==> src/rtl/input_event_encoder.sv <==
// Turns five debounced button levels into press / auto-repeat events tagged with
// the switch snapshot, queued in a small FIFO behind a valid/ready handshake.
module input_event_encoder #(
  parameter int unsigned REPEAT_DELAY  = 50_000_000,
  parameter int unsigned REPEAT_PERIOD = 10_000_000,
  parameter int unsigned FIFO_DEPTH    = 4
) (
  input  logic        clk_i,
  input  logic        rst_n_i,
  input  logic        btnu_i,
  input  logic        btnd_i,
  input  logic        btnl_i,
  input  logic        btnr_i,
  input  logic        btnc_i,
  input  logic [15:0] sw_i,
  output logic        evt_valid_o,
  input  logic        evt_ready_i,
  output logic [2:0]  evt_code_o,
  output logic        evt_repeat_o,
  output logic [15:0] evt_sw_o,
  output logic        overflow_o
);

  localparam int unsigned CNT_MAX = (REPEAT_DELAY > REPEAT_PERIOD) ? REPEAT_DELAY : REPEAT_PERIOD;
  localparam int unsigned CNT_W   = $clog2(CNT_MAX);
  localparam int unsigned PTR_W   = $clog2(FIFO_DEPTH);
  localparam int unsigned ENT_W   = 20;

  localparam logic [CNT_W-1:0] DELAY_LAST  = CNT_W'(REPEAT_DELAY - 1);
  localparam logic [CNT_W-1:0] PERIOD_LAST = CNT_W'(REPEAT_PERIOD - 1);
  localparam logic [PTR_W:0]   OCC_FULL    = (PTR_W + 1)'(FIFO_DEPTH);

  typedef enum logic [1:0] {
    ST_IDLE   = 2'd0,
    ST_DELAY  = 2'd1,
    ST_REPEAT = 2'd2
  } state_e;

  function automatic logic [2:0] lowest_code(input logic [4:0] v);
    logic [2:0] idx;
    idx = 3'd0;
    for (int i = 4; i >= 0; i--) begin
      if (v[i]) idx = 3'(i);
    end
    return idx;
  endfunction

  logic [4:0]       prev_q, prev_d;
  logic [4:0]       pend_q, pend_d;
  state_e           state_q, state_d;
  logic [2:0]       trk_q, trk_d;
  logic [CNT_W-1:0] cnt_q, cnt_d;
  logic             rep_pend_q, rep_pend_d;
  logic             ovf_q, ovf_d;
  logic [PTR_W-1:0] wr_ptr_q, wr_ptr_d;
  logic [PTR_W-1:0] rd_ptr_q, rd_ptr_d;
  logic [PTR_W:0]   occ_q, occ_d;
  logic [ENT_W-1:0] mem_q [FIFO_DEPTH];

  logic [4:0]       btn_s, rise_s, cand_s, low_mask_s;
  logic [7:0]       btn_ext_s;
  logic [2:0]       low_code_s;
  logic             full_s, empty_s, pop_s, push_s, press_push_s, rep_push_s, tick_s;
  logic [ENT_W-1:0] push_ent_s, head_s;
  logic [CNT_W-1:0] last_s;

  // Edge detection, push arbitration and repeat tracking
  always_comb begin
    btn_s      = {btnc_i, btnr_i, btnl_i, btnd_i, btnu_i};
    btn_ext_s  = {3'b000, btn_s};
    rise_s     = btn_s & ~prev_q;
    cand_s     = pend_q | rise_s;
    low_mask_s = cand_s & (~cand_s + 5'd1);
    low_code_s = lowest_code(cand_s);
    full_s     = (occ_q == OCC_FULL);
    empty_s    = (occ_q == '0);
    pop_s      = !empty_s && evt_ready_i;

    prev_d       = btn_s;
    pend_d       = cand_s;
    ovf_d        = ovf_q | (|(rise_s & pend_q));
    push_s       = 1'b0;
    press_push_s = 1'b0;
    rep_push_s   = 1'b0;
    push_ent_s   = '0;

    if (!full_s && (cand_s != 5'd0)) begin
      press_push_s = 1'b1;
      push_s       = 1'b1;
      push_ent_s   = {1'b0, low_code_s, sw_i};
      pend_d       = cand_s & ~low_mask_s;
    end else if (!full_s && rep_pend_q) begin
      rep_push_s = 1'b1;
      push_s     = 1'b1;
      push_ent_s = {1'b1, trk_q, sw_i};
    end else begin
      pend_d = cand_s;
    end

    state_d    = state_q;
    trk_d      = trk_q;
    cnt_d      = cnt_q;
    rep_pend_d = rep_pend_q & ~rep_push_s;
    tick_s     = 1'b0;
    last_s     = (state_q == ST_DELAY) ? DELAY_LAST : PERIOD_LAST;

    if (press_push_s) begin
      state_d = ST_DELAY;
      trk_d   = low_code_s;
      cnt_d   = '0;
    end else begin
      case (state_q)
        ST_DELAY, ST_REPEAT: begin
          if (!btn_ext_s[trk_q]) begin
            state_d    = ST_IDLE;
            rep_pend_d = 1'b0;
            cnt_d      = '0;
          end else if (cnt_q == last_s) begin
            tick_s  = 1'b1;
            cnt_d   = '0;
            state_d = ST_REPEAT;
          end else begin
            cnt_d = cnt_q + {{(CNT_W-1){1'b0}}, 1'b1};
          end
        end
        default: state_d = ST_IDLE;
      endcase
    end

    // A tick that finds a repeat still waiting is lost
    if (tick_s && rep_pend_d) begin
      ovf_d = 1'b1;
    end else if (tick_s) begin
      rep_pend_d = 1'b1;
    end else begin
      rep_pend_d = rep_pend_d;
    end

    wr_ptr_d = push_s ? wr_ptr_q + {{(PTR_W-1){1'b0}}, 1'b1} : wr_ptr_q;
    rd_ptr_d = pop_s  ? rd_ptr_q + {{(PTR_W-1){1'b0}}, 1'b1} : rd_ptr_q;
    case ({push_s, pop_s})
      2'b10:   occ_d = occ_q + {{PTR_W{1'b0}}, 1'b1};
      2'b01:   occ_d = occ_q - {{PTR_W{1'b0}}, 1'b1};
      default: occ_d = occ_q;
    endcase
  end

  // State, FIFO storage and sticky overflow
  always_ff @(posedge clk_i or negedge rst_n_i) begin
    if (!rst_n_i) begin
      prev_q     <= 5'd0;
      pend_q     <= 5'd0;
      state_q    <= ST_IDLE;
      trk_q      <= 3'd0;
      cnt_q      <= '0;
      rep_pend_q <= 1'b0;
      ovf_q      <= 1'b0;
      wr_ptr_q   <= '0;
      rd_ptr_q   <= '0;
      occ_q      <= '0;
      for (int i = 0; i < FIFO_DEPTH; i++) mem_q[i] <= '0;
    end else begin
      prev_q     <= prev_d;
      pend_q     <= pend_d;
      state_q    <= state_d;
      trk_q      <= trk_d;
      cnt_q      <= cnt_d;
      rep_pend_q <= rep_pend_d;
      ovf_q      <= ovf_d;
      wr_ptr_q   <= wr_ptr_d;
      rd_ptr_q   <= rd_ptr_d;
      occ_q      <= occ_d;
      if (push_s) mem_q[wr_ptr_q] <= push_ent_s;
    end
  end

  // Head is masked when empty so idle outputs read zero
  always_comb begin
    head_s       = empty_s ? '0 : mem_q[rd_ptr_q];
    evt_valid_o  = !empty_s;
    evt_repeat_o = head_s[19];
    evt_code_o   = head_s[18:16];
    evt_sw_o     = head_s[15:0];
    overflow_o   = ovf_q;
  end

endmodule
==> config.mk <==
export PLATFORM = sky130hd
export DESIGN_NAME = input_event_encoder
export DESIGN_NICKNAME = d
export VERILOG_FILES = /design/src/rtl/input_event_encoder.sv
export SDC_FILE = /design/constraint.sdc
export NUM_CORES = 1
export LEC_CHECK = 0
export CORE_AREA = 5 5 114 106
export CTS_BUF_LIST = sky130_fd_sc_hd__clkbuf_8
export CTS_CLUSTER_DIAMETER = 30
export DETAILED_ROUTE_END_ITERATION = 12
export DIE_AREA = 0 0 119 111
export DONT_BUFFER_PORTS = 1
export PLACE_DENSITY = 0.87
export SYNTH_ARGS = -nofsm -noshare
export SYNTH_HDL_FRONTEND = slang
export SYNTH_SLANG_ARGS = --single-unit
==> constraint.sdc <==
create_clock -name clk_i -period 2.3 [get_ports clk_i]
set_input_delay 0.46 -clock clk_i [delete_from_list [all_inputs] [get_ports clk_i]]
set_output_delay 0.46 -clock clk_i [all_outputs]
set_load 0.02 [all_outputs]
==> metrics <==
post-synthesis register bit count 130; final hold vios 130; violated checks hold timing, setup timing; CP endpoint kind register; core area 10600 um2; TritonCTS clock tree built; number of flops mapped to enable cells by yosys 0; RSZ-0062 raised after global routing yes; Clk network pwr share between 10% and 20%; global route overflow 0; Detailed Place HPWL roughly 9200 um; post-synth net total 536; critical path launch point type register; mux contribution to synthesized area ~22%; final-stage net count between 500 and 600; Tot GR Track Use between 20 and 25%; drc violations 0; Worst Setup Slack, final -267 ps; clock skew between 10 and 15 ps; final cell count without fillers roughly 700; cell area after synthesis 6290 um2; Power Density about 1400 nW/um2; I/O pins 46; switch share between 30% and 40%; dpl cells 652; row count 36; status complete, but fails checks; Placer Congestion about 0.9; Simple-Gate Fraction of Synth Area around an eighth; worst slew pin tran approximately 490 ps; H-tree levels 4; most common flop cell mapped by yosys dfrtp_1; Logic pwr share between 40% and 50%; area of placed instances 6730 um2; buffer depth of the longest clock path 2; Max Slew Vio Count 0; final setup fails 29; Worst-path clk slew about 70 ps; Antenna diodes 0; Final min period 2570 ps; YS warnings 0; pre-CTS WS -241 ps; largest net degree at the start of global routing 131; Slew headroom around two thirds; Post-Synth Adder-Cell Area between 1.5 and 2%; Compound-Gate Fraction of Synth Area 7.58%; Psw ~3500 uW; Skew-Pair Late Insertion Delay 450 ps; ys async rst share 100%; WL/cell between 20 and 25 um; CTS sink cnt 130; drt first pass iters 5; chip height about 110 um; setup_tns -4880 ps; antenna violations before repair 0; area of the multi-input gates approximately 3000 um2; Synth Area in XOR/XNOR less than 1%; Root Driver clkbuf_8; die width approximately 120 um; area delta synth->final 16.7%; syn_area_per_cell approximately 12 um2; number of routed nets with antenna violations 0; Initial Utilization between 50% and 60%; worst path required time approximately 2600 ps; share of cells above drive strength 1 about two fifths; CTS Buf Count 17; final WL approximately 14000 um; Iteration-0 DRC Markers 382; vias in the first global route ~4600; crit path DAT ~2900 ps; vias per inst 6.22; IO Port Bufs 0; Max-Cap Viols 0; filler instances approximately 700; largest family of logic cells by synthesized area multiplexers; final hold slack -295 ps; leakage power 0.00323 uW; critical path fanouts, max 26; Tcrit/Tclk final 112%; unique cell type count in the Yosys netlist 52; Finished Cell Area 7340 um2; Peak supply drop around 680 uV; Crit Path Class register to register; Die ar. ~13000 um2; worst hold path class input port to asynchronous set/reset pin; Reg area around 3300 um2; DR vias between 4000 and 5000; sequential-to-total area share from yosys stat between 50% and 60%; Seq pwr share between 30% and 40%; Max Fclk approximately 390 MHz; Gate Count Post-Synth 504; Int Pwr about 7000 uW; first-pass GRT wire length roughly 23000 um
Yosys cell counts (3+ instances only):
cell type  instances  area [um2]
nor2b_1            7        43.8
xor2_1             3        26.3
xnor2_1            3        26.3
mux2i_1            6        60.1
a21oi_1           11        55.1
buf_1              3        11.3
dfrtp_1          130        3250
nor4_1             3        18.8
a221o_1            9        90.1
inv_1             17        63.8
ha_1               7        87.6
buf_2             11        55.1
nor3_1             9        45.0
o211ai_1           3        22.5
a21o_1             5        37.5
nor2_1            24        90.1
nand3b_1           3        22.5
nand4_1            6        37.5
mux4_2            20         450
o2bb2ai_1          3        26.3
or3_1              5        31.3
and3_1            15        93.8
mux2_2            79         890
o21ai_0            6        30.0
nand2_1           31         116
a22o_1             6        52.6
clkbuf_1           8        30.0
or4_1              3        22.5
nand3_1           15        75.1
or2_2              3        18.8
and2_1            23         144
final timing paths:
path	startpoint	endpoint	slack (ps)	cells past startpoint
max in group asynchronous	rst_n_i	pend_q[0]$_DFF_PN0_	2390	0
worst max register to register	cnt_q[7]$_DFFE_PN0P_	cnt_q[10]$_DFFE_PN0P_	-270	7
worst max-delay path	cnt_q[7]$_DFFE_PN0P_	cnt_q[10]$_DFFE_PN0P_	-270	7
worst min register to register	occ_q[2]$_DFFE_PN0P_	occ_q[2]$_DFFE_PN0P_	490	1
min in group clk_i	btnc_i	prev_q[4]$_DFF_PN0_	30	0
worst min-delay path	rst_n_i	mem_q[1]$_DFFE_PN0P_	-300	0
registers in the layout, summed over array words and instances, names as in the netlist:
register	flops
mem_q	80
cnt_q	26
pend_q	5
prev_q	5
occ_q	3
trk_q	3
rd_ptr_q	2
state_q	2
wr_ptr_q	2
overflow_o	1
rep_pend_q	1
power groups by stage:
stage / Sequential [uW] / Combinational, uW / Clock (uW)
after CTS: 3640 / 4400 / 2070
after detailed placement: 3670 / 4270 / 0
final: 3650 / 4670 / 2040
after floorplan: 3470 / 3380 / 0
after global placement: 3580 / 4100 / 0
after global routing: 3740 / 4980 / 2180
kinds of logic (layout without fill, tap and decap cells):
logic type                 after synthesis  in the layout
adders and majority gates                8              8
DFF                                    130            130
buffers and inverters                   41             98
muxes                                  105            105
and+or+nand+nor                        153            153
AOI/OAI and AO/OA                       61             61
xor gates and xnor gates                 6              6
worst max-delay path, stage by stage (launching register included):
cell and delay (ps):
dfrtp_1 390, or4b_1 530, or4_4 510, a2111oi_4 300
nor4_4 100, buf_12 190, and3_1 170, a221o_1 260
placed cells by master, fill, tap and decap left out, drive strengths merged, types with 6 or more instances in the layout:
| cell | count |
|---|---|
| and2 | 23 |
| mux2 | 79 |
| dfrtp | 130 |
| ha | 7 |
| mux4 | 20 |
| inv | 18 |
| and3 | 15 |
| nor2b | 7 |
| buf | 50 |
| nand4 | 6 |
| clkbuf | 21 |
| nand3 | 15 |
| a21oi | 11 |
| mux2i | 6 |
| nor3 | 9 |
| nand2 | 31 |
| a22o | 6 |
| nor2 | 24 |
| o21ai | 8 |
| a221o | 9 |
stage by stage:
stage | hold slack, ps | util, % | power, uW
finish | -295 | 69.1 | 10400
global route | -326 | 69.1 | 10900
CTS | -318 | 67.8 | 10100
detailed placement | 171 | 63.3 | 7940
global placement | 172 | 63.3 | 7670
floorplan | 164 | - | 6850
repair_timing:
item / CTS / global route
gates cloned: 0 / 1
pin swaps: 4 / 5
setup buffers: 5 / 5
gates resized for setup: 8 / 42
hold endpoints to repair: 130 / 130
setup endpoints to repair: 45 / 46
metal layers:
metal  track usage, %  vias up  part of all wire, %
met4             7.80        0                  1.9
li1                 -     1930                    -
met5                0        -                    0
met2             37.0      133                   52
met3             6.22       27                  5.2
met1             27.8     2226                   41
cell type report:
type	count	share of cell area (%)
Sequential cell	130	44.3
Multi-Input combinational cell	333	40.6
Timing Repair Buffer	50	6.13
Clock buffer	21	3.94
Tap cell	133	2.27
Clock inverter	10	1.81
Inverter	17	0.869
Power figures use the tool's default switching activity.
